**src/rtl/dmem_bus_if.sv**
```systemverilog
// Memory-stage data-memory bus interface: runs one M-stage load/store at a time on a
// req/ack bus and holds the pipeline (stall_m) until that transaction has completed.
module dmem_bus_if #(
    parameter int ADDR_W  = 32,
    parameter int DATA_W  = 32,
    parameter int TIMEOUT = 255
) (
    input  logic              clk,
    input  logic              rst,
    input  logic              re_dm,
    input  logic              we_dm,
    input  logic [ADDR_W-1:0] addr,
    input  logic [DATA_W-1:0] wd,
    output logic [DATA_W-1:0] rd_dm,
    output logic              stall_m,
    output logic              bus_req,
    output logic              bus_we,
    output logic [ADDR_W-1:0] bus_addr,
    output logic [DATA_W-1:0] bus_wdata,
    input  logic              bus_ack,
    input  logic [DATA_W-1:0] bus_rdata,
    input  logic              bus_err,
    output logic              err_flag,
    output logic [ADDR_W-1:0] err_addr
);

    localparam logic [1:0] IDLE = 2'd0;
    localparam logic [1:0] BUSY = 2'd1;
    localparam logic [1:0] DONE = 2'd2;

    // The counter value held during the last BUSY cycle that is still allowed to wait.
    localparam logic [15:0] CNT_LAST = 16'(TIMEOUT - 1);

    logic [1:0]        state_reg, state_next;
    logic              req_reg, req_next;
    logic              we_reg, we_next;
    logic [ADDR_W-1:0] addr_reg, addr_next;
    logic [DATA_W-1:0] wdata_reg, wdata_next;
    logic [DATA_W-1:0] rd_reg, rd_next;
    logic              err_flag_reg, err_flag_next;
    logic [ADDR_W-1:0] err_addr_reg, err_addr_next;
    logic [15:0]       cnt_reg, cnt_next;

    logic accept;
    logic timeout_hit;
    logic complete;
    logic fail;

    assign accept      = (state_reg == IDLE) && (re_dm || we_dm);
    assign timeout_hit = (cnt_reg == CNT_LAST);
    assign complete    = (state_reg == BUSY) && (bus_ack || timeout_hit);
    // An ack in the same cycle as the timeout wins, so the error bit only counts with ack.
    assign fail        = complete && (bus_ack ? bus_err : 1'b1);

    always_comb begin
        state_next    = state_reg;
        req_next      = req_reg;
        we_next       = we_reg;
        addr_next     = addr_reg;
        wdata_next    = wdata_reg;
        rd_next       = rd_reg;
        err_flag_next = err_flag_reg;
        err_addr_next = err_addr_reg;
        cnt_next      = cnt_reg;
        case (state_reg)
            IDLE: begin
                if (accept) begin
                    state_next = BUSY;
                    req_next   = 1'b1;
                    we_next    = we_dm;
                    addr_next  = addr;
                    wdata_next = wd;
                    cnt_next   = 16'd0;
                end
            end
            BUSY: begin
                cnt_next = cnt_reg + 16'd1;
                if (complete) begin
                    state_next = DONE;
                    req_next   = 1'b0;
                    if (!we_reg) begin
                        rd_next = fail ? '0 : bus_rdata;
                    end
                    if (fail) begin
                        err_flag_next = 1'b1;
                        if (!err_flag_reg) begin
                            err_addr_next = addr_reg;
                        end
                    end
                end
            end
            DONE: begin
                // Strobes are still asserted here while the pipeline advances; ignore them.
                state_next = IDLE;
            end
            default: begin
                state_next = IDLE;
                req_next   = 1'b0;
            end
        endcase
    end

    always_ff @(posedge clk or negedge rst) begin
        if (!rst) begin
            state_reg    <= IDLE;
            req_reg      <= 1'b0;
            we_reg       <= 1'b0;
            addr_reg     <= '0;
            wdata_reg    <= '0;
            rd_reg       <= '0;
            err_flag_reg <= 1'b0;
            err_addr_reg <= '0;
            cnt_reg      <= 16'd0;
        end else begin
            state_reg    <= state_next;
            req_reg      <= req_next;
            we_reg       <= we_next;
            addr_reg     <= addr_next;
            wdata_reg    <= wdata_next;
            rd_reg       <= rd_next;
            err_flag_reg <= err_flag_next;
            err_addr_reg <= err_addr_next;
            cnt_reg      <= cnt_next;
        end
    end

    // Gated by reset so that a pending strobe cannot hold the pipeline while in reset.
    assign stall_m   = rst && (accept || (state_reg == BUSY));
    assign bus_req   = req_reg;
    assign bus_we    = we_reg;
    assign bus_addr  = addr_reg;
    assign bus_wdata = wdata_reg;
    assign rd_dm     = rd_reg;
    assign err_flag  = err_flag_reg;
    assign err_addr  = err_addr_reg;

endmodule

```
**config.mk**
```make
export PLATFORM = sky130hd
export DESIGN_NAME = dmem_bus_if
export DESIGN_NICKNAME = d
export VERILOG_FILES = /design/src/rtl/dmem_bus_if.sv
export SDC_FILE = /design/constraint.sdc
export NUM_CORES = 1
export LEC_CHECK = 0
export BUFFER_PORTS_ARGS = -buffer_cell sky130_fd_sc_hd__buf_2
export CAP_MARGIN = 5
export CELL_PAD_IN_SITES_DETAIL_PLACEMENT = 1
export CELL_PAD_IN_SITES_GLOBAL_PLACEMENT = 1
export CORE_MARGIN = 1.5
export CORE_UTILIZATION = 33
export DETAILED_ROUTE_END_ITERATION = 8
export PLACE_DENSITY = 0.87
export RECOVER_POWER = 50
export REMOVE_ABC_BUFFERS = 1
export SKIP_LAST_GASP = 1
export SYNTH_ARGS = -nofsm -noshare
export SYNTH_HDL_FRONTEND = slang
export SYNTH_SLANG_ARGS = --single-unit
export TNS_END_PERCENT = 10
```
**constraint.sdc**
```tcl
create_clock -name clk -period 2.1 [get_ports clk]
set_clock_uncertainty 0.05 [all_clocks]
set_input_delay 0.105 -clock clk [delete_from_list [all_inputs] [get_ports clk]]
set_output_delay 0.105 -clock clk [all_outputs]
set_load 0.03 [all_outputs]
```
---- Word-level counts from Yosys, hierarchy flattened ----
Cells that the tools add are included.
storage, ports and cells
  register bits after elaboration ......... 149
  input port bits ......................... 102
  word-level logic and storage cells ...... 44
operators by class
  $add $sub $neg .......................... 1
  eq/ne operators ......................... 5
  muxes and demuxes ....................... 10
  bitwise logic cells ..................... 3
  reduce and logical (&&, ||, !) cells .... 16
operators with widths
  cell                                                   number
  two-way mux 32 bit                                     1
  one-hot mux 16 bit (2 select lines)                    1
  adder 16 x 1 -> 16 bit (second input constant)         1
  equality test 16 x 8 -> 1 bit (second input constant)  1
  two-way mux 16 bit                                     1
  AND reduction 3 bit                                    3
  AND reduction 2 bit                                    3
  logical AND 1 bit                                      4
  two-way mux 2 bit                                      2
  != test 2 bit (second input constant)                  2
  one-hot mux 2 bit (2 select lines)                     1
  AND reduction 4 bit                                    1
  logical OR 1 bit                                       3
  two-way mux 1 bit                                      3
  inverter 1 bit                                         3
  one-hot mux 1 bit (3 select lines)                     1
  equality test 2 x 1 -> 1 bit (second input constant)   1
  equality test 2 bit (second input constant)            1
  logical NOT 2 bit                                      1
  nonzero test 2 bit                                     1

---- Logic depth before layout (Yosys ltp) ----
  word-level depth ........................ 5
  gate-level depth with buffers ........... 7
  depth with buffers taken out ............ 6

---- Worst setup path before layout ----
Ideal clock, no wire load.
  path kind ............................... register -> register
  start ................................... reg cnt_reg[0]
  end ..................................... reg err_addr_reg[10], in the netlist err_addr[10]
  setup time .............................. 125 ps
  arrival ................................. 1,796 ps
  required time ........................... 1,925 ps
  setup slack ............................. 129 ps
  stages on the path, launching flop included .. 8
  buffers on the path ..................... 1
  period minus slack after synthesis ...... 1,971 ps
  path through ............................ dfrtp_1 inv_1 ha_1 nor4b_2 nand4_2 a211o_4 buf_12 mux2_4
on the way
  word-level cells in the longest chain between the ends .. 5
ends and longest elaborated chain
  item                                      line  source
  start, declared                           42    logic [15:0] cnt_reg, cnt_next;
  start signal, assigned                    123   cnt_reg <= cnt_next;
  equality test 16 x 8 -> 1 bit (*)         50    assign timeout_hit = (cnt_reg == CNT_LAST);
  logical OR 1 bit (*)                      51    assign complete = (state_reg == BUSY) && (bus_ack || timeout_hit);
  logical AND 1 bit (*)                     51
  logical AND 1 bit                         53    assign fail = complete && (bus_ack ? bus_err : 1'b1);
  AND reduction 4 bit (no source line) (*)  --
  end signal, assigned                      122   err_addr_reg <= err_addr_next;
  end, declared                             41    logic [ADDR_W-1:0] err_addr_reg, err_addr_next;
Every way passes the cells marked *; elsewhere a longest branch is shown, timed or not.
A chain may end at the register's enable or synchronous reset.

---- Final worst setup path ----
  start ................................... reg cnt_reg[0]
  end ..................................... reg err_addr_reg[24], in the netlist err_addr[24]
Same word-level chain as after synthesis.

==> summary.md <==
| Metric | Value |
|---|---|
| Clock-pin transition on the worst setup and hold timing paths | ~0.060 ns |
| Worst path max stage delay | about 0.43 ns |
| Vias per cell | slightly below 5 |
| Share of synthesized area occupied by flip-flops and latches | ~62% |
| Routability congestion estimate | approximately 0.79 |
| Area added between synthesis and finish | 52.3% |
| Number of global-route vias before repair | ~5900 |
| Post-synth ARST share | 100% |
| Count of nets left with antenna violations after detail routing | 0 |
| Maximum count of clock buffers along a single path | 2 |
| Number of violations reported at the end of detailed-routing iteration 0 | 212 |
| Critical path, cell by cell | inv_2 > ha_4 > nor4b_4 > nand4_2 > a211o_4 > clkbuf_16 > mux2_4 |
| Synthesized instance count | 527 |
| Final hold viol count | 0 |
| Starting utilization of the core area | 33.5% |
| Kind of critical path | flop to flop |
| Post-route fraction of the period consumed by the critical path | a little over nine tenths |
| Number of synthesized flops with an enable pin | 0 |
| Number of antenna violations at the first check in global routing | 0 |
| Maximum fanout along the worst path | 6 |
| Flip-flop and latch count after synthesis | 149 |
| Number of vias in the routed layout | 5446 |
| Syn Std Cell Area | roughly 6000 µm² |
| Cell variety after synth | 42 |
| Total wire length | 21200 µm |
| Min setup slack post-route | 0.0598 ns |
| Inserted Clock Buffers | 17 |
| Die width | 138 µm |
| TritonCTS clock tree | done |
| Required time of the critical path | 2.35 ns |
| Top area cells in the synthesized netlist | dfrtp_1 62%, nand2_1 13%, mux2_4 7.5% |
| Vertical die dimension | 138 µm |
| Worst IR Drop VDD | 750 µV |
| Final critical delay including setup and external delays | 2.04 ns |
| Number of standard cells in the layout, taps in and fillers out | approximately 1100 |
| Placed Cells incl. Taps | approximately 980 |
| Highest clock frequency the design can meet | 0.490 GHz |
| Initial DRT Pass Iterations | 4 |
| All-layer global routing usage | a little over a fifth |
| Status | complete, no violations |
| CTS Root Cell | clkbuf_16 |
| Yosys top cell area share | 62.1% |
| H-tree depth | 4 |
| Headroom to the max-slew limit | 8.05% |
| Critical-path top delay cell | a211o_4 |
| Post-placement worst setup slack | 0.0570 ns |
| Mean instance size in the synthesized netlist | 11.4 µm² |
| Worst setup EP type | flop |
| Fraction of layout instances using a drive strength above 1 | 30.1% |
| Critical Path Start Type | flop |
| Core outline area | 17900 µm² |
| Number of slew-limit violations in the final report | 0 |
| I/O Buffers | 233 |
| Synth warn | 0 |
| Sink count of the clock tree | 149 |
| Worst-margin pin slew | 1.38 ns |
| Leak Pwr | 0.00476 µW |
| Total power consumption of the routed design | around 15000 µW |
| Grt ovf | 0 |
| Filler Cell Count | approximately 2000 |
| Worst-Skew Late Latency | 0.42 ns |
| Site Rows | 49 |
| Family of cells with the greatest summed delay on the critical path | compound AO/OA/AOI/OAI gates |
| Path category of the worst min-delay check | input pin to flop |
| Wire length of the first global-routing pass | 31700 µm |
| Number of max-cap violations | 0 |
| Maximum number of pins on one net before global-route repair | 150 |
| Sum of buffers and inverters on the critical path | 2 |
| HPWL after DPL | ~12000 µm |
| Arrival time at the worst endpoint | roughly 2.3 ns |
| DRC errors left | 0 |
| Power per standard cell area | between 1500 and 2000 nW/µm² |
| Area leader, netlist | dfrtp_1 |
| Final setup violation count | 0 |
| Total die area | around 19000 µm² |
| Post-synth top flop | dfrtp_1 |
| Final nets | between 900 and 1000 |
| Boundary Pins | 234 |
| Average wire per cell in the routed design | 18.9 µm |
## power by group
| group | switching, µW | leakage [µW] | internal, µW |
|---|---|---|---|
| registers | 893 | 0.00191 | 4100 |
| clock network | 1380 | 0.000294 | 1730 |
| logic | 4520 | 0.00256 | 2030 |
## layer usage
layer	up-vias	routed length [µm]	track usage [%]
met5	-	0	0
met4	0	346	7.00
met3	26	1410	6.36
met2	199	10800	38.8
met1	2732	8630	25.7
li1	2489	-	-
## per-stage QoR
stage | area, µm² | setup TNS, ns | utilization [%] | hold WS, ns
floorplan | 5840 | -67.55 | - | -0.241
global placement | 7530 | 0 | 42.1 | 0.243
detailed placement | 7530 | 0 | 42.1 | 0.251
CTS | 9130 | 0 | 51.0 | 0.120
global route | 9140 | -0.704 | 51.0 | 0.124
finish | 9140 | 0 | 51.0 | 0.144
## worst register-to-register path, cell delays in order, from the launching register on
cell	delay [ns]
dfrtp_1	0.39
inv_2	0.08
ha_4	0.14
nor4b_4	0.19
nand4_2	0.15
a211o_4	0.43
clkbuf_16	0.20
mux2_4	0.29
## cell usage in the layout, fill, tap and decap left out, types with 5 or more instances in the layout
cell type,count
a22o_1,33
buf_2,166
buf_4,16
clkbuf_1,67
clkbuf_16,19
dfrtp_1,149
dlygate4sd3_1,100
inv_8,5
mux2_4,30
nand2_1,203
nand3_1,7
nand4_1,5
nor2_1,8
o21ai_0,10
o31ai_1,5
## worst paths after layout
| path | startpoint | endpoint | slack [ns] | cells past startpoint |
|---|---|---|---|---|
| min | bus_err | err_flag | 0.14 | 4 |
| max reg2reg | cnt_reg[0] | err_addr[24] | 0.06 | 7 |
| min reg2reg | bus_wdata[1] | bus_wdata[1] | 0.43 | 2 |
| max in group asynchronous | rst | cnt_reg[2] | 0.46 | 3 |
| max | cnt_reg[0] | err_addr[24] | 0.06 | 7 |
| min in group asynchronous | rst | bus_we | 0.66 | 3 |
## cells in the mapped netlist, drive strengths merged, types with 3 or more instances
master,n
a31oi,3
mux2,32
nand2,203
a22o,33
mux2i,3
inv,3
nor4b,3
o31ai,5
clkbuf,20
nand3,7
nor2,8
nand4,6
and4,4
dfrtp,149
o21ai,12
buf,8
## kinds of logic after synthesis
| logic type | after synthesis | share of synthesized area, % |
|---|---|---|
| AOI/OAI and AO/OA | 66 | 8.55 |
| DFF | 149 | 62.1 |
| xor gates and xnor gates | 2 | 0.292 |
| adders and majority gates | 2 | 0.417 |
| muxes | 35 | 8.38 |
| buffers and inverters | 31 | 2.92 |
| and+or+nand+nor | 242 | 17.3 |
## layout make-up
type | instances | area [µm²] | area share, %
Timing Repair Buffer | 358 | 2370 | 25.9
Multi-Input combinational cell | 347 | 2140 | 23.5
Sequential cell | 149 | 3730 | 40.8
Clock buffer | 18 | 439 | 4.81
Tap cell | 229 | 287 | 3.14
Clock inverter | 14 | 159 | 1.74
Antenna cell | 1 | 2.50 | 0.0274
Inverter | 3 | 11.3 | 0.123
## repair_timing
item / 4_1_cts / 5_1_grt
resized for setup: 0 / 6
buffers inserted: 0 / 2
hold buffers: 100 / 0
hold endpoints to repair: 248 / 0
setup endpoints to repair: 0 / 32
(Power assumes the default switching activity.)
